===== src/rtl/gray_counter_n.sv =====
// Parametrised Gray-code up/down counter with wrap/saturate mode, sticky end-of-range flags and event tick.
// Optional Gray-value load path enabled by defining GRAY_LOAD_EN.
module gray_counter_n #(
    parameter int WIDTH = 3,
    parameter bit WRAP  = 1'b1
) (
    input  logic             Clk,
    input  logic             Reset_n,
    input  logic             En,
    input  logic             Up,
    input  logic             Clr,
    input  logic             FlagClr,
`ifdef GRAY_LOAD_EN
    input  logic             Load,
    input  logic [WIDTH-1:0] LoadGray,
`endif
    output logic [WIDTH-1:0] Output,
    output logic [WIDTH-1:0] Binary,
    output logic             Overflow,
    output logic             Underflow,
    output logic             Tick
);

    localparam logic [WIDTH-1:0] MAX = '1;

    logic [WIDTH-1:0] bin_q, bin_d;
    logic [WIDTH-1:0] gray_q, gray_d;
    logic             ovf_q, ovf_d;
    logic             unf_q, unf_d;
    logic             tick_q, tick_d;
    logic             load_act;
    logic [WIDTH-1:0] load_bin;

`ifdef GRAY_LOAD_EN
    function automatic logic [WIDTH-1:0] gray2bin(input logic [WIDTH-1:0] g);
        logic [WIDTH-1:0] b;
        b[WIDTH-1] = g[WIDTH-1];
        for (int i = WIDTH - 2; i >= 0; i--) begin
            b[i] = b[i+1] ^ g[i];
        end
        return b;
    endfunction

    assign load_act = Load;
    assign load_bin = gray2bin(LoadGray);
`else
    assign load_act = 1'b0;
    assign load_bin = '0;
`endif

    always_comb begin
        bin_d  = bin_q;
        tick_d = 1'b0;
        // A new event in the same cycle overrides FlagClr for its own flag.
        ovf_d  = ovf_q & ~FlagClr;
        unf_d  = unf_q & ~FlagClr;
        if (Clr) begin
            bin_d = '0;
        end else if (load_act) begin
            bin_d = load_bin;
        end else if (En) begin
            if (Up) begin
                if (bin_q == MAX) begin
                    ovf_d  = 1'b1;
                    tick_d = 1'b1;
                    bin_d  = WRAP ? '0 : MAX;
                end else begin
                    bin_d = bin_q + WIDTH'(1);
                end
            end else begin
                if (bin_q == '0) begin
                    unf_d  = 1'b1;
                    tick_d = 1'b1;
                    bin_d  = WRAP ? MAX : '0;
                end else begin
                    bin_d = bin_q - WIDTH'(1);
                end
            end
        end
        gray_d = bin_d ^ (bin_d >> 1);
    end

    always_ff @(posedge Clk or negedge Reset_n) begin
        if (!Reset_n) begin
            bin_q  <= '0;
            gray_q <= '0;
            ovf_q  <= 1'b0;
            unf_q  <= 1'b0;
            tick_q <= 1'b0;
        end else begin
            bin_q  <= bin_d;
            gray_q <= gray_d;
            ovf_q  <= ovf_d;
            unf_q  <= unf_d;
            tick_q <= tick_d;
        end
    end

    assign Output    = gray_q;
    assign Binary    = bin_q;
    assign Overflow  = ovf_q;
    assign Underflow = unf_q;
    assign Tick      = tick_q;

endmodule


===== config.mk =====
export PLATFORM = sky130hd
export DESIGN_NAME = gray_counter_n
export DESIGN_NICKNAME = d
export VERILOG_FILES = /design/src/rtl/gray_counter_n.sv
export SDC_FILE = /design/constraint.sdc
export NUM_CORES = 1
export LEC_CHECK = 0
export BUFFER_PORTS_ARGS = -buffer_cell sky130_fd_sc_hd__buf_4
export CAP_MARGIN = 20
export CORE_AREA = 2 2 39 41
export DETAILED_ROUTE_END_ITERATION = 7
export DIE_AREA = 0 0 41 43
export SYNTH_ARGS = -nofsm -noshare
export SYNTH_HDL_FRONTEND = slang
export SYNTH_SLANG_ARGS = --single-unit

===== constraint.sdc =====
create_clock -name Clk -period 2.45 [get_ports Clk]
set_input_delay 0 -clock Clk [delete_from_list [all_inputs] [get_ports Clk]]
set_output_delay 0 -clock Clk [all_outputs]
set_load 0.01 [all_outputs]

==> out/metrics.csv <==
metric,value,unit
initial_core_util,0.3535,
end_kind,flop,
fin_crit_sh,0.9270,
p_per_area,555.8,mW/mm2
port_buffers,14,
synth_top_family_by_area,compound AO/OA/AOI/OAI gates,
grt_max_degree,10,
post_drt_via_cell_ratio,4.663,
synth_xor_area_frac,0.07161,
synthSimpleGateAreaFrac,0.1432,
antenna_found_initial,0,
max_slew_margin,0.8207,
clock_sinks,8,
root_buffer,clkbuf_4,
post-synth-top-area-cell,dfrtp_1,
cts_buffers,3,
drv_cap,0,
io_pins,15,
synthAdderAreaFrac,0.1023,
synth_top_area_share,0.4092,
reg2regPathDepth,7,
ir_drop,0.3759,mV
netlist_area,489.2,um2
antenna_cells_inserted,0,
track_usage,0.1285,
drtPass1Iterations,2,
ys_seq_elements,8,
ys.flop_type,dfrtp_1,
r2r-start,Binary[1],
htreeDepth,1,
max_stage_delay,0.56,ns
setup_viol,0,
die_area,0.001763,mm2
num_vias,387,
tns,0,ns
drtIter0Drc,1,
syn_avg_cell_area,10.41,um2
m1WireLength,386,um
ctsResizeCount,0,
cts_tree,built,
slowest_stage,dlygate4sd3_1,
path_max_fanout,6,
nNetsFinal,79,
crit_chain,"inv_1, ha_1, nor2b_2, a22oi_2, xnor2_1, a211oi_2, dlygate4sd3_1",
dp_hpwl,660.5,um
dieWidth,41,um
synth-compound-area-share,0.1714,
wl,947,um
synth-edff-count,0,
synth.area.top_cells,"dfrtp_1 41%, ha_1 10%, xor2_1 5.4%",
hold_class,in2async,
dr_wl_met2,469,um
synth_warnings,0,
drc,0,
slew_violations,0,
timing.rr.end,Output[0],
clkTransAtPathRegs,0.05,ns
period_minus_slack,2.271,ns
fin_area,675.6,um2
rsz0062_at_grt,false,
p_leak,0.0003321,uW
core_area,0.001384,mm2
rows,14,
ant_nets,0,
arrival,2.47,ns
worstPathRequired,2.65,ns
final_hold_viol_count,0,
syn-num-nets,57,
grt_pass1_vias,337,
wire_per_inst,11.41,um
globalplace.congestion,0.7008,
grt_pass1_wl,1.455,mm
status,finished clean,
startpoint_type,flop,
grt_overflow,0,
crit_type,reg2reg,
clock_latency,0.26,ns
fin_hold_ws,0.09264,ns
postPlaceCellArea,603.1,um2
fmax,440.3,MHz
clock_path_buffers,2,
drive_gt1_frac,0.3433,
muxShareOfSynthArea,0.04092,
r2r_setup_slack,0.18,ns
cts_hold_buf,5,
skew,0.0003726,ns
postCtsSetupBuffers,0,
highest_layer,met4,
syn-instance-count,47,
yosys.cell_types.count,22,
ys_seq_area_frac,0.4092,
routed-wl-met3,75,um
synthArstFlopShare,1.000,
die_h,43,um
worst_pin_slew,0.2690,ns
area_growth,38.11,%
==> state kept, by name, indices dropped and copies added (netlist names) <==
register	flops
Underflow	1
Binary	3
Overflow	1
Output	2
Tick	1
==> where the power goes <==
part | leakage (uW) | internal, uW | total, uW | switching [uW]
sequential | 0.000106 | 143 | 154 | 10.8
combinational | 0.000212 | 62.7 | 117 | 54.5
clock | 0.0000138 | 56.3 | 104 | 47.9
total | 0.000332 | 262 | 375 | 113
==> metal layers <==
layer	track usage	vias up
met2	0.1969	13
li1	-	200
met4	0.04000	0
met1	0.1419	170
met5	0	-
met3	0.07853	4
==> per-stage QoR <==
| step | total power (uW) | cells | util | setup slack [ns] |
|---|---|---|---|---|
| floorplan | 228.1 | 47 | - | 0.8253 |
| global placement | 266.4 | 75 | 0.4358 | 0.7046 |
| detailed placement | 267.5 | 75 | 0.4358 | 0.7116 |
| CTS | 380.8 | 83 | 0.4882 | 0.1602 |
| global route | 399.6 | 83 | 0.4882 | 0.03032 |
| finish | 375.5 | 83 | 0.4882 | 0.1788 |
==> Yosys cell counts, types with 2 or more instances <==
cell      count
dfrtp_1       8
inv_1         5
nor2_1        5
ha_1          4
xor2_1        3
a211oi_1      2
a21oi_1       2
a22oi_2       2
mux2i_1       2
o22ai_1       2
==> cell type report <==
cell class	count	area, um2
fill	146	708.2
multi-input combinational	32	259.0
sequential	8	200.2
timing repair buffer	19	155.1
clock buffer	3	22.52
tap	16	20.02
inverter	5	18.77
==> how the worst max path moves through the flow <==
stage,startpoint,endpoint,depth (start not counted),slack [ns]
CTS,Binary[1],Output[0],7,0.16
global route,Binary[1],Output[0],7,0.03
global placement,Binary[1],Output[0],6,0.70
detailed placement,Binary[1],Output[0],6,0.71
finish,Binary[1],Output[0],7,0.18
floorplan,Binary[0],Output[0],6,0.83
==> placed cells by master, fill, tap and decap left out <==
cell | synthesis | final
xnor2_1 | 1 | 1
clkbuf_4 | 0 | 3
a22oi_2 | 2 | 2
nor2b_2 | 1 | 1
ha_1 | 4 | 4
nand2b_1 | 1 | 1
dfrtp_1 | 8 | 8
a211oi_1 | 2 | 2
o2bb2ai_1 | 1 | 1
dlygate4sd3_1 | 0 | 5
buf_4 | 1 | 14
or2_2 | 1 | 1
nand2_1 | 1 | 1
nand2b_4 | 1 | 1
a211oi_2 | 1 | 1
inv_1 | 5 | 5
or3_1 | 1 | 1
nor2_1 | 5 | 5
a21oi_1 | 2 | 2
nor2b_1 | 1 | 1
o22ai_1 | 2 | 2
mux2i_1 | 2 | 2
xor2_1 | 3 | 3
==> worst max-delay path: cells and delay by family, from the launching register on <==
kind                       cells  cell delay [ns]
buffers and inverters          2             0.66
DFF                            1             0.46
AOI/OAI and AO/OA              2             0.46
adders and majority gates      1             0.33
and+or+nand+nor                1             0.17
xor gates and xnor gates       1             0.13
==> kinds of logic after synthesis <==
| kind of cell | after synthesis |
|---|---|
| XOR/XNOR | 4 |
| multiplexers | 2 |
| AND/OR/NAND/NOR | 12 |
| adder cells (fa/ha/maj) | 4 |
| AO/OA/AOI/OAI | 10 |
| buffers and inverters | 7 |
| flip-flops | 8 |
Power figures use the tool's default switching activity.
